`src/rtl/cpu_dmem_arb_pkg.sv`:
```
// Shared types and defaults for the CPU data-memory arbiter.
package cpu_dmem_arb_pkg;

    typedef logic [31:0] word_t;

    typedef enum logic [1:0] {
        OWNER_NONE,
        OWNER_CPU,
        OWNER_AUX
    } dmem_owner_t;

    localparam int unsigned DMEM_ARB_LIMIT_DEFAULT = 8;

endpackage

```
`src/rtl/cpu_dmem_starve_ctr.sv`:
```
// Counts consecutive refused auxiliary cycles and raises force_o once the
// limit is reached; both clear on the next auxiliary handshake.
module cpu_dmem_starve_ctr
    import cpu_dmem_arb_pkg::*;
#(
    parameter int unsigned STARVE_LIMIT = DMEM_ARB_LIMIT_DEFAULT
) (
    input  logic clk_i,
    input  logic reset_ni,
    input  logic aux_valid_i,
    input  logic aux_ready_i,
    output logic force_o
);

    localparam logic [7:0] LIMIT = 8'(STARVE_LIMIT);

    logic [7:0] wait_q, wait_d;
    logic       force_q, force_d;

    always_comb begin
        wait_d  = wait_q;
        force_d = force_q;
        if (aux_valid_i && aux_ready_i) begin
            wait_d  = '0;
            force_d = 1'b0;
        end else begin
            if (aux_valid_i && (wait_q != LIMIT)) begin
                wait_d = wait_q + 8'd1;
            end
            if (wait_d == LIMIT) begin
                force_d = 1'b1;
            end
        end
    end

    always_ff @(posedge clk_i or negedge reset_ni) begin
        if (!reset_ni) begin
            wait_q  <= '0;
            force_q <= 1'b0;
        end else begin
            wait_q  <= wait_d;
            force_q <= force_d;
        end
    end

    assign force_o = force_q;

endmodule

```
`src/rtl/cpu_dmem_arb.sv`:
```
// Data-memory port arbiter: CPU fixed priority, auxiliary master with
// one-cycle read return. Starvation guard enabled by CPU_DMEM_ARB_STARVE_EN.
module cpu_dmem_arb
    import cpu_dmem_arb_pkg::*;
#(
    parameter int unsigned STARVE_LIMIT = DMEM_ARB_LIMIT_DEFAULT
) (
    input  logic        clk_i,
    input  logic        reset_ni,
    input  logic [31:0] cpu_addr_i,
    input  logic        cpu_read_enable_i,
    input  logic [31:0] cpu_write_data_i,
    input  logic [3:0]  cpu_write_mask_i,
    output logic        cpu_stall_o,
    input  logic        aux_valid_i,
    output logic        aux_ready_o,
    input  logic [31:0] aux_addr_i,
    input  logic        aux_write_i,
    input  logic [31:0] aux_write_data_i,
    input  logic [3:0]  aux_write_mask_i,
    output logic [31:0] aux_rdata_o,
    output logic        aux_rvalid_o,
    output logic [31:0] mem_addr_o,
    output logic        mem_read_enable_o,
    output logic [31:0] mem_write_data_o,
    output logic [3:0]  mem_write_mask_o,
    input  logic [31:0] mem_read_data_i
);

    if ((STARVE_LIMIT < 1) || (STARVE_LIMIT > 255)) begin : g_limit_check
        $error("cpu_dmem_arb: STARVE_LIMIT must be in 1..255");
    end

    logic        cpu_req;
    logic        aux_force;
    logic        aux_hs;
    logic        aux_rvalid_q, aux_rvalid_d;
    word_t       aux_addr_w;
    dmem_owner_t owner;

    assign cpu_req    = cpu_read_enable_i | (|cpu_write_mask_i);
    assign aux_addr_w = aux_addr_i & ~word_t'(3);

`ifdef CPU_DMEM_ARB_STARVE_EN
    cpu_dmem_starve_ctr #(
        .STARVE_LIMIT(STARVE_LIMIT)
    ) u_starve_ctr (
        .clk_i      (clk_i),
        .reset_ni   (reset_ni),
        .aux_valid_i(aux_valid_i),
        .aux_ready_i(aux_ready_o),
        .force_o    (aux_force)
    );
`else
    assign aux_force = 1'b0;
`endif

    // Owner is gated by reset so every output reads idle while reset is held.
    always_comb begin
        owner = OWNER_NONE;
        if (!reset_ni) begin
            owner = OWNER_NONE;
        end else if (aux_force && aux_valid_i) begin
            owner = OWNER_AUX;
        end else if (cpu_req) begin
            owner = OWNER_CPU;
        end else if (aux_valid_i) begin
            owner = OWNER_AUX;
        end
    end

    always_comb begin
        mem_addr_o        = '0;
        mem_read_enable_o = 1'b0;
        mem_write_data_o  = '0;
        mem_write_mask_o  = '0;
        aux_ready_o       = 1'b0;
        cpu_stall_o       = 1'b0;
        case (owner)
            OWNER_CPU: begin
                mem_addr_o        = cpu_addr_i;
                mem_read_enable_o = cpu_read_enable_i;
                mem_write_data_o  = cpu_write_data_i;
                mem_write_mask_o  = cpu_write_mask_i;
            end
            OWNER_AUX: begin
                aux_ready_o       = 1'b1;
`ifdef CPU_DMEM_ARB_STARVE_EN
                cpu_stall_o       = cpu_req;
`endif
                mem_addr_o        = aux_addr_w;
                mem_read_enable_o = ~aux_write_i;
                mem_write_data_o  = aux_write_data_i;
                mem_write_mask_o  = aux_write_i ? aux_write_mask_i : 4'b0000;
            end
            default: ;
        endcase
    end

    assign aux_hs       = aux_valid_i & aux_ready_o;
    assign aux_rvalid_d = aux_hs & ~aux_write_i;

    always_ff @(posedge clk_i or negedge reset_ni) begin
        if (!reset_ni) begin
            aux_rvalid_q <= 1'b0;
        end else begin
            aux_rvalid_q <= aux_rvalid_d;
        end
    end

    assign aux_rvalid_o = aux_rvalid_q;
    assign aux_rdata_o  = aux_rvalid_q ? mem_read_data_i : '0;

endmodule

```
`config.mk`:
```
export PLATFORM = sky130hd
export DESIGN_NAME = cpu_dmem_arb
export DESIGN_NICKNAME = d
export VERILOG_FILES = /design/src/rtl/cpu_dmem_arb_pkg.sv /design/src/rtl/cpu_dmem_starve_ctr.sv /design/src/rtl/cpu_dmem_arb.sv
export SDC_FILE = /design/constraint.sdc
export NUM_CORES = 1
export LEC_CHECK = 0
export CAP_MARGIN = 20
export CORE_AREA = 4 4 104 106
export DETAILED_ROUTE_END_ITERATION = 10
export DIE_AREA = 0 0 108 110
export REMOVE_ABC_BUFFERS = 1
export SLEW_MARGIN = 20
export SYNTH_ARGS = -nofsm -noshare
export SYNTH_HDL_FRONTEND = slang
export SYNTH_SLANG_ARGS = --single-unit
```
`constraint.sdc`:
```
create_clock -name clk_i -period 6.05 [get_ports clk_i]
set_clock_uncertainty 0.2 [all_clocks]
set_input_delay 1.815 -clock clk_i [delete_from_list [all_inputs] [get_ports clk_i]]
set_output_delay 1.815 -clock clk_i [all_outputs]
set_load 0.05 [all_outputs]
```
== Word-level counts from Yosys, hierarchy flattened ==
Cells that the tools add are included.

* Reduce and logical (&&, ||, !) cells: 1
* Multiplexer cells: 10
* Equal/unequal tests: 2
* Bitwise logic cells: 4

{| class="wikitable"
|+ Operators by type and width
! cell !! count
|-
| 32-bit case mux with 2 select lines || 2
|-
| 32-bit two-way mux || 1
|-
| 4-bit case mux with 2 select lines || 1
|-
| 2-bit two-way mux || 3
|-
| 4-bit two-way mux || 1
|-
| 4-bit OR reduction || 1
|-
| 1-bit AND || 2
|-
| 2-bit by 1-bit equality test with 1-bit output (second input constant) || 1
|-
| 2-bit equality test (second input constant) || 1
|-
| 1-bit case mux with 2 select lines || 1
|-
| 1-bit two-way mux || 1
|-
| 1-bit NOT || 1
|-
| 1-bit bitwise OR || 1
|}

* Input port bits: 173
* Register bits after elaboration: 1
* Output and inout bits: 104
* Logic and storage cells: 18

== Logic depth before layout (Yosys ltp) ==
Gate-level depths: netlist of run 1.

* Word-level depth: 8
* Depth in mapped cells: 7
* Mapped depth without buffers: 5

== Worst setup path after synthesis of run 1 ==
Ideal clock, no wire load.

* Kind: input port to output port
* From: input port cpu_write_mask_i[1]
* To: output port mem_addr_o[10]
* Data arrival time: 4182 ps
* Data required time: 4035 ps
* Buffers on the path: 2
* Slack: -147 ps
* Stages: 7
* Cells stage by stage: or4_4 nor3_1 ha_1 nor2b_1 buf_2 clkbuf_1 a22o_1

* Cells in the longest elaborated chain, start to end: 6
* Elaborated cells between the ends (all ways): 7
* Classes of those cells: eq/ne (2); mux (3); bitwise (1); reduce/logical (1)

{| class="wikitable"
|+ Ends and longest elaborated chain
! item !! line !! RTL
|-
| start, declared || cpu_dmem_arb.sv:13 || <nowiki>input logic [3:0] cpu_write_mask_i,</nowiki>
|-
| 4-bit OR reduction (*) || cpu_dmem_arb.sv:41 || <nowiki>assign cpu_req = cpu_read_enable_i | (|cpu_write_mask_i);</nowiki>
|-
| 1-bit bitwise OR (*) || cpu_dmem_arb.sv:41 ||
|-
| 2-bit two-way mux (*) || cpu_dmem_arb.sv:65 || <nowiki>end else if (cpu_req) begin</nowiki>
|-
| 2-bit two-way mux (*) || cpu_dmem_arb.sv:61 || <nowiki>if (!reset_ni) begin</nowiki>
|-
| 2-bit equality test or 2-bit by 1-bit equality test with 1-bit output (tied branches) || cpu_dmem_arb.sv:79 || <nowiki>case (owner)</nowiki>
|-
| 32-bit case mux with 2 select lines (*) || cpu_dmem_arb.sv:79 ||
|-
| end, declared || cpu_dmem_arb.sv:23 || <nowiki>output logic [31:0] mem_addr_o,</nowiki>
|}

Mark *: on every way between the ends. The rest lies on a longest branch, timed or not.

== Worst setup path in the final report of run 1 ==
* From: input port cpu_write_mask_i[3]
* To: output port mem_addr_o[12]

The elaborated chain is that of the path after synthesis.

==> flow_metrics.tcl, run 1 <==
set metrics [dict create \
    worst_pin_slew_ns 0.7083 \
    path_class "primary input to output port" \
    setup_violations 1 \
    hold_viol_final 0 \
    synth_warnings 0 \
    layout-drive-gt1-share_pct 28.57 \
    synth_area_per_cell_um2 7.312 \
    die_y_um 110 \
    fin_setup_tns_ns -0.01505 \
    grt_pass1_vias 2363 \
    first_pass_iters 4 \
    stdcell_area_mm2 0.005092 \
    antenna_found_initial 0 \
    synthAdderAreaFrac_pct 3.641 \
    die-area_mm2 0.01188 \
    syn_to_final_growth_pct 393.9 \
    grt_max_degree 36 \
    timing.final.crit_share_pct 100.2 \
    leakagePower_nw 2.036 \
    violations "negative setup slack" \
    first_iter_violations 117 \
    cp-start-kind "primary input" \
    final_cell_mix "clkdlybuf4s50_1 (199), buf_12 (78), a22o_1 (50)" \
    final_max_slew_viol_count 0 \
    largest_register_ffs 1 \
    hold_slack_ns 1.913 \
    clk_pin_slew_worst_paths_ns 0 \
    dp_hpwl_um 8281 \
    ir_drop_mv 0.03280 \
    period_needed_ns 6.065 \
    vias 2320 \
    postSynthCellCount 141 \
    place_ws_ns -0.3308 \
    synth_xor_area_share_pct 0 \
    nets 605 \
    die-width_um 108 \
    grt_usage_pct 14.50 \
    coreArea_mm2 0.009774 \
    initial_utilization_pct 10.55 \
    cp_slowest_stage_delay_ns 0.53 \
    crit_arrival_ns 4.05 \
    status "finished with violations" \
    detail-route-antenna-nets 0 \
    synth_compound_area_share_pct 57.65 \
    io_pins 277 \
    synth_top_family_by_area "compound AO/OA/AOI/OAI gates" \
    rsz0062_at_grt "true" \
    routed_via_density 4.143 \
    cp_cell_sequence "buf_6, or4_4, or3_4, ha_4, buf_4, nor2b_4, buf_4, buf_12, a22o_1, buf_12" \
    totalWireLength_um 10370 \
    remaining_drc_errors 0 \
    synth_seq_cells 1 \
    max_freq_mhz 164.9 \
    grt-ovfl-total 0 \
    grt_pass1_wl_um 13540 \
    gp_congestion 0.7890 \
    drv_cap 0 \
    diodes 0 \
    syn-cell-area_mm2 0.001031 \
    yosysSeqAreaShare_pct 2.427 \
    dp.cells 543 \
    setup_slack_ns -0.01505 \
    synthMuxAreaShare_pct 0 \
    placed_cell_area_mm2 0.004706 \
    port_buffers 273 \
    fin_cells 560 \
    num_rows 36 \
    critPathCaptureType "output port" \
    hold_class "primary input to asynchronous set/reset pin" \
    layout_commonest_cell "clkdlybuf4s50_1" \
    fillers 878 \
    relSlewSlack_pct 52.78 \
    p_per_area_mw_per_mm2 69.84 \
    utilization_pct 52.10 \
    crit_required_ns 4.03 \
    yosys.area_share.simple_pct 27.55 \
    cp_max_fo 18 \
    crit_slowest_cell "or4_4" \
    routedWlPerCell_um 18.52 \
    finalPower_uw 355.6 \
    ys_types 21 \
]
-- layer usage --
metal	routed length (um)	up-vias	GRT usage (%)
met2	5827	110	28.42
met1	3680	1078	16.89
li1	-	1126	-
met3	750	6	2.504
met4	114	0	1.623
met5	0	-	0
-- report_power, final --
group          total, mW  internal [mW]  leakage (nW)  switching (mW)
combinational      0.349          0.210          2.02           0.139
clock                  0              0             0               0
sequential       0.00686        0.00682        0.0140       0.0000450
-- Yosys cell counts --
cell type / n / area share (%)
nor2_1: 6 / 2.2
dfrtp_1: 1 / 2.4
conb_1: 1 / 0.36
nand2b_1: 1 / 0.61
or3_1: 1 / 0.61
ha_1: 3 / 3.6
and2_1: 34 / 21
buf_2: 9 / 4.4
a32oi_1: 4 / 3.4
inv_1: 1 / 0.36
a21oi_1: 1 / 0.48
buf_4: 1 / 0.73
nor2b_1: 2 / 1.2
nor3_1: 1 / 0.48
a22o_1: 61 / 52
o21a_1: 1 / 0.73
a22oi_1: 1 / 0.73
or4_4: 1 / 1.1
clkbuf_1: 8 / 2.9
o21ai_0: 1 / 0.48
nand2_1: 2 / 0.73
-- area by class of cell --
type	instances	area (um2)	area share (%)
tap	133	166.4	3.268
sequential	1	25.02	0.4914
timing repair buffer	304	3844	75.48
multi-input combinational	121	1054	20.69
inverter	1	3.754	0.07371
-- critical path, delay by kind of cell --
family | cells | cell delay (ns)
fa+ha+maj | 1 | 0.26
compound gates | 1 | 0.21
simple gates | 3 | 1.07
buf+inv | 5 | 0.67
-- logic make-up after synthesis --
| family | count (synthesis) |
|---|---|
| compound gates | 69 |
| fa+ha+maj | 3 |
| buf+inv | 19 |
| flops | 1 |
| other cells | 1 |
| simple gates | 48 |
-- repair_timing --
item / in CTS / in global routing
endpoints found under the setup margin: 69 / 36
hold buffers: 0 / 0
gates resized for setup: 25 / 12
buffers inserted: 6 / 6
endpoints found under the hold margin: 0 / 0
pin swaps: 21 / 5
cloned: 4 / 3
-- worst max path at each step --
stage                   startpoint                   end  cells past startpoint
2_1_floorplan  cpu_write_mask_i[1]        mem_addr_o[10]                      5
3_3_place_gp   cpu_write_mask_i[1]  mem_write_data_o[29]                      8
3_5_place_dp   cpu_write_mask_i[1]  mem_write_data_o[29]                      8
4_1_cts        cpu_write_mask_i[3]        mem_addr_o[24]                     11
5_1_grt        cpu_write_mask_i[3]        mem_addr_o[12]                     10
6_report       cpu_write_mask_i[3]        mem_addr_o[12]                     10
No activity file was read; power rests on OpenSTA's default activity.
==> run 2, diff against run 1 <==
ABC_CLOCK_PERIOD_IN_PS = 6050   (was not set)
SETUP_SLACK_MARGIN = 0.4   (was not set)
==> run 2 against run 1 <==
  * The run still ends with negative setup slack left
  * Die area did not move
  * Cell area is 11% higher
  * Sequential power about the same
  * Critical path type unchanged
  * Largest power group unchanged
==> flow_metrics.tcl, run 2 (same netlist as run 1, synthesis figures left out) <==
set metrics [dict create \
    status "finished with violations" \
    violations "negative setup slack" \
    totalWireLength_um 11420 \
    holdBufCountCts 0 \
    leakagePower_nw 2.316 \
    vias 2381 \
    syn_to_final_growth_pct 447.5 \
    detail-route-antenna-nets 0 \
    worst_pin_slew_ns 0.7099 \
    layout-drive-gt1-share_pct 39.54 \
    die-area_mm2 0.01188 \
    drv_cap 0 \
    timing.final.crit_share_pct 100.9 \
    final_cell_mix "clkdlybuf4s50_1 (199), buf_12 (78), a22o_4 (45)" \
    max_freq_mhz 163.8 \
    die_y_um 110 \
    hold_viol_final 0 \
    cp_max_fo 6 \
    crit_arrival_ns 4.09 \
    routed_via_density 4.192 \
    grt_pass1_wl_um 14280 \
    antenna_found_initial 0 \
    num_rows 36 \
    layout_commonest_cell "clkdlybuf4s50_1" \
    stdcell_area_mm2 0.005644 \
    period_needed_ns 6.106 \
    fin_setup_tns_ns -0.4802 \
    fillers 811 \
    gp_congestion 0.7890 \
    io_pins 277 \
    first_iter_violations 80 \
    ff_latch_area_um2 25.02 \
    rsz0062_at_grt "true" \
    final_max_slew_viol_count 0 \
    largest_register_ffs 1 \
    port_buffers 273 \
    routedWlPerCell_um 20.10 \
    path_class "primary input to output port" \
    clk_pin_slew_worst_paths_ns 0 \
    relSlewSlack_pct 52.68 \
    cp-start-kind "primary input" \
    multi_input_area_mm2 0.001408 \
    crit_required_ns 4.03 \
    diodes 0 \
    placed_cell_area_mm2 0.004706 \
    coreArea_mm2 0.009774 \
    first_pass_iters 4 \
    hold_class "primary input to asynchronous set/reset pin" \
    dp_hpwl_um 8281 \
    hold_slack_ns 1.916 \
    remaining_drc_errors 0 \
    setup_slack_ns -0.05553 \
    place_ws_ns -0.3308 \
    initial_utilization_pct 10.55 \
    grt_usage_pct 15.34 \
    grt_pass1_vias 2452 \
    ir_drop_mv 0.03604 \
    critPathCaptureType "output port" \
    setup_violations 22 \
    p_per_area_mw_per_mm2 68.62 \
    grt_max_degree 36 \
    utilization_pct 57.74 \
    die-width_um 108 \
    nets 613 \
    grt-ovfl-total 0 \
]
-- run 2: per-stage QoR --
stage / power, mW / cells
CTS: 0.3728 / 557
global route: 0.4000 / 568
floorplan: 0.1113 / 123
global placement: 0.3278 / 543
detailed placement: 0.3299 / 543
finish: 0.3873 / 568
-- run 2: where the power goes --
part / leakage, nW / internal, mW / switching (mW)
logic: 2.30 / 0.228 / 0.152
clock network: 0 / 0 / 0
registers: 0.0140 / 0.00682 / 0.0000451
total: 2.32 / 0.235 / 0.152
-- run 2: final timing paths --
kind | start | endpoint | slack, ns | cells past startpoint
hold / removal | reset_ni | aux_rvalid_o | 1.92 | 2
max in group asynchronous | reset_ni | aux_rvalid_o | 3.64 | 2
setup / recovery | cpu_write_mask_i[3] | mem_write_data_o[26] | -0.06 | 11
min in group clk_i | aux_valid_i | aux_rvalid_o | 2.18 | 3
-- run 2: repair_timing --
| item | CTS | global route |
|---|---|---|
| gates cloned | 6 | 6 |
| endpoints found under the setup margin | 70 | 69 |
| pin swaps | 27 | 5 |
| endpoints found under the hold margin | 0 | 0 |
| resized for setup | 70 | 22 |
| setup buffers | 8 | 5 |
-- run 2: critical path, stage by stage --
cell and delay (ns):
buf_6 0.09, or4_4 0.53, or3_4 0.40, ha_4 0.29
nor2b_4 0.05, buf_12 0.13, buf_12 0.12, buf_12 0.11
buf_16 0.13, a22o_1 0.25, buf_12 0.16
-- run 2: per-layer routing --
metal	routed length, um	share of wire [%]	track usage, %	vias up
met5	0	0	0	-
met4	140	1.2	1.082	0
met3	757	6.6	2.504	10
met2	6377	56	30.68	109
met1	4141	36	17.69	1118
li1	-	-	-	1144
-- run 2: final cells by class --
type | count | share of cell area, %
inverter | 1 | 0.06650
multi-input combinational | 121 | 24.94
sequential | 1 | 0.4434
tap | 133 | 2.948
timing repair buffer | 312 | 71.60
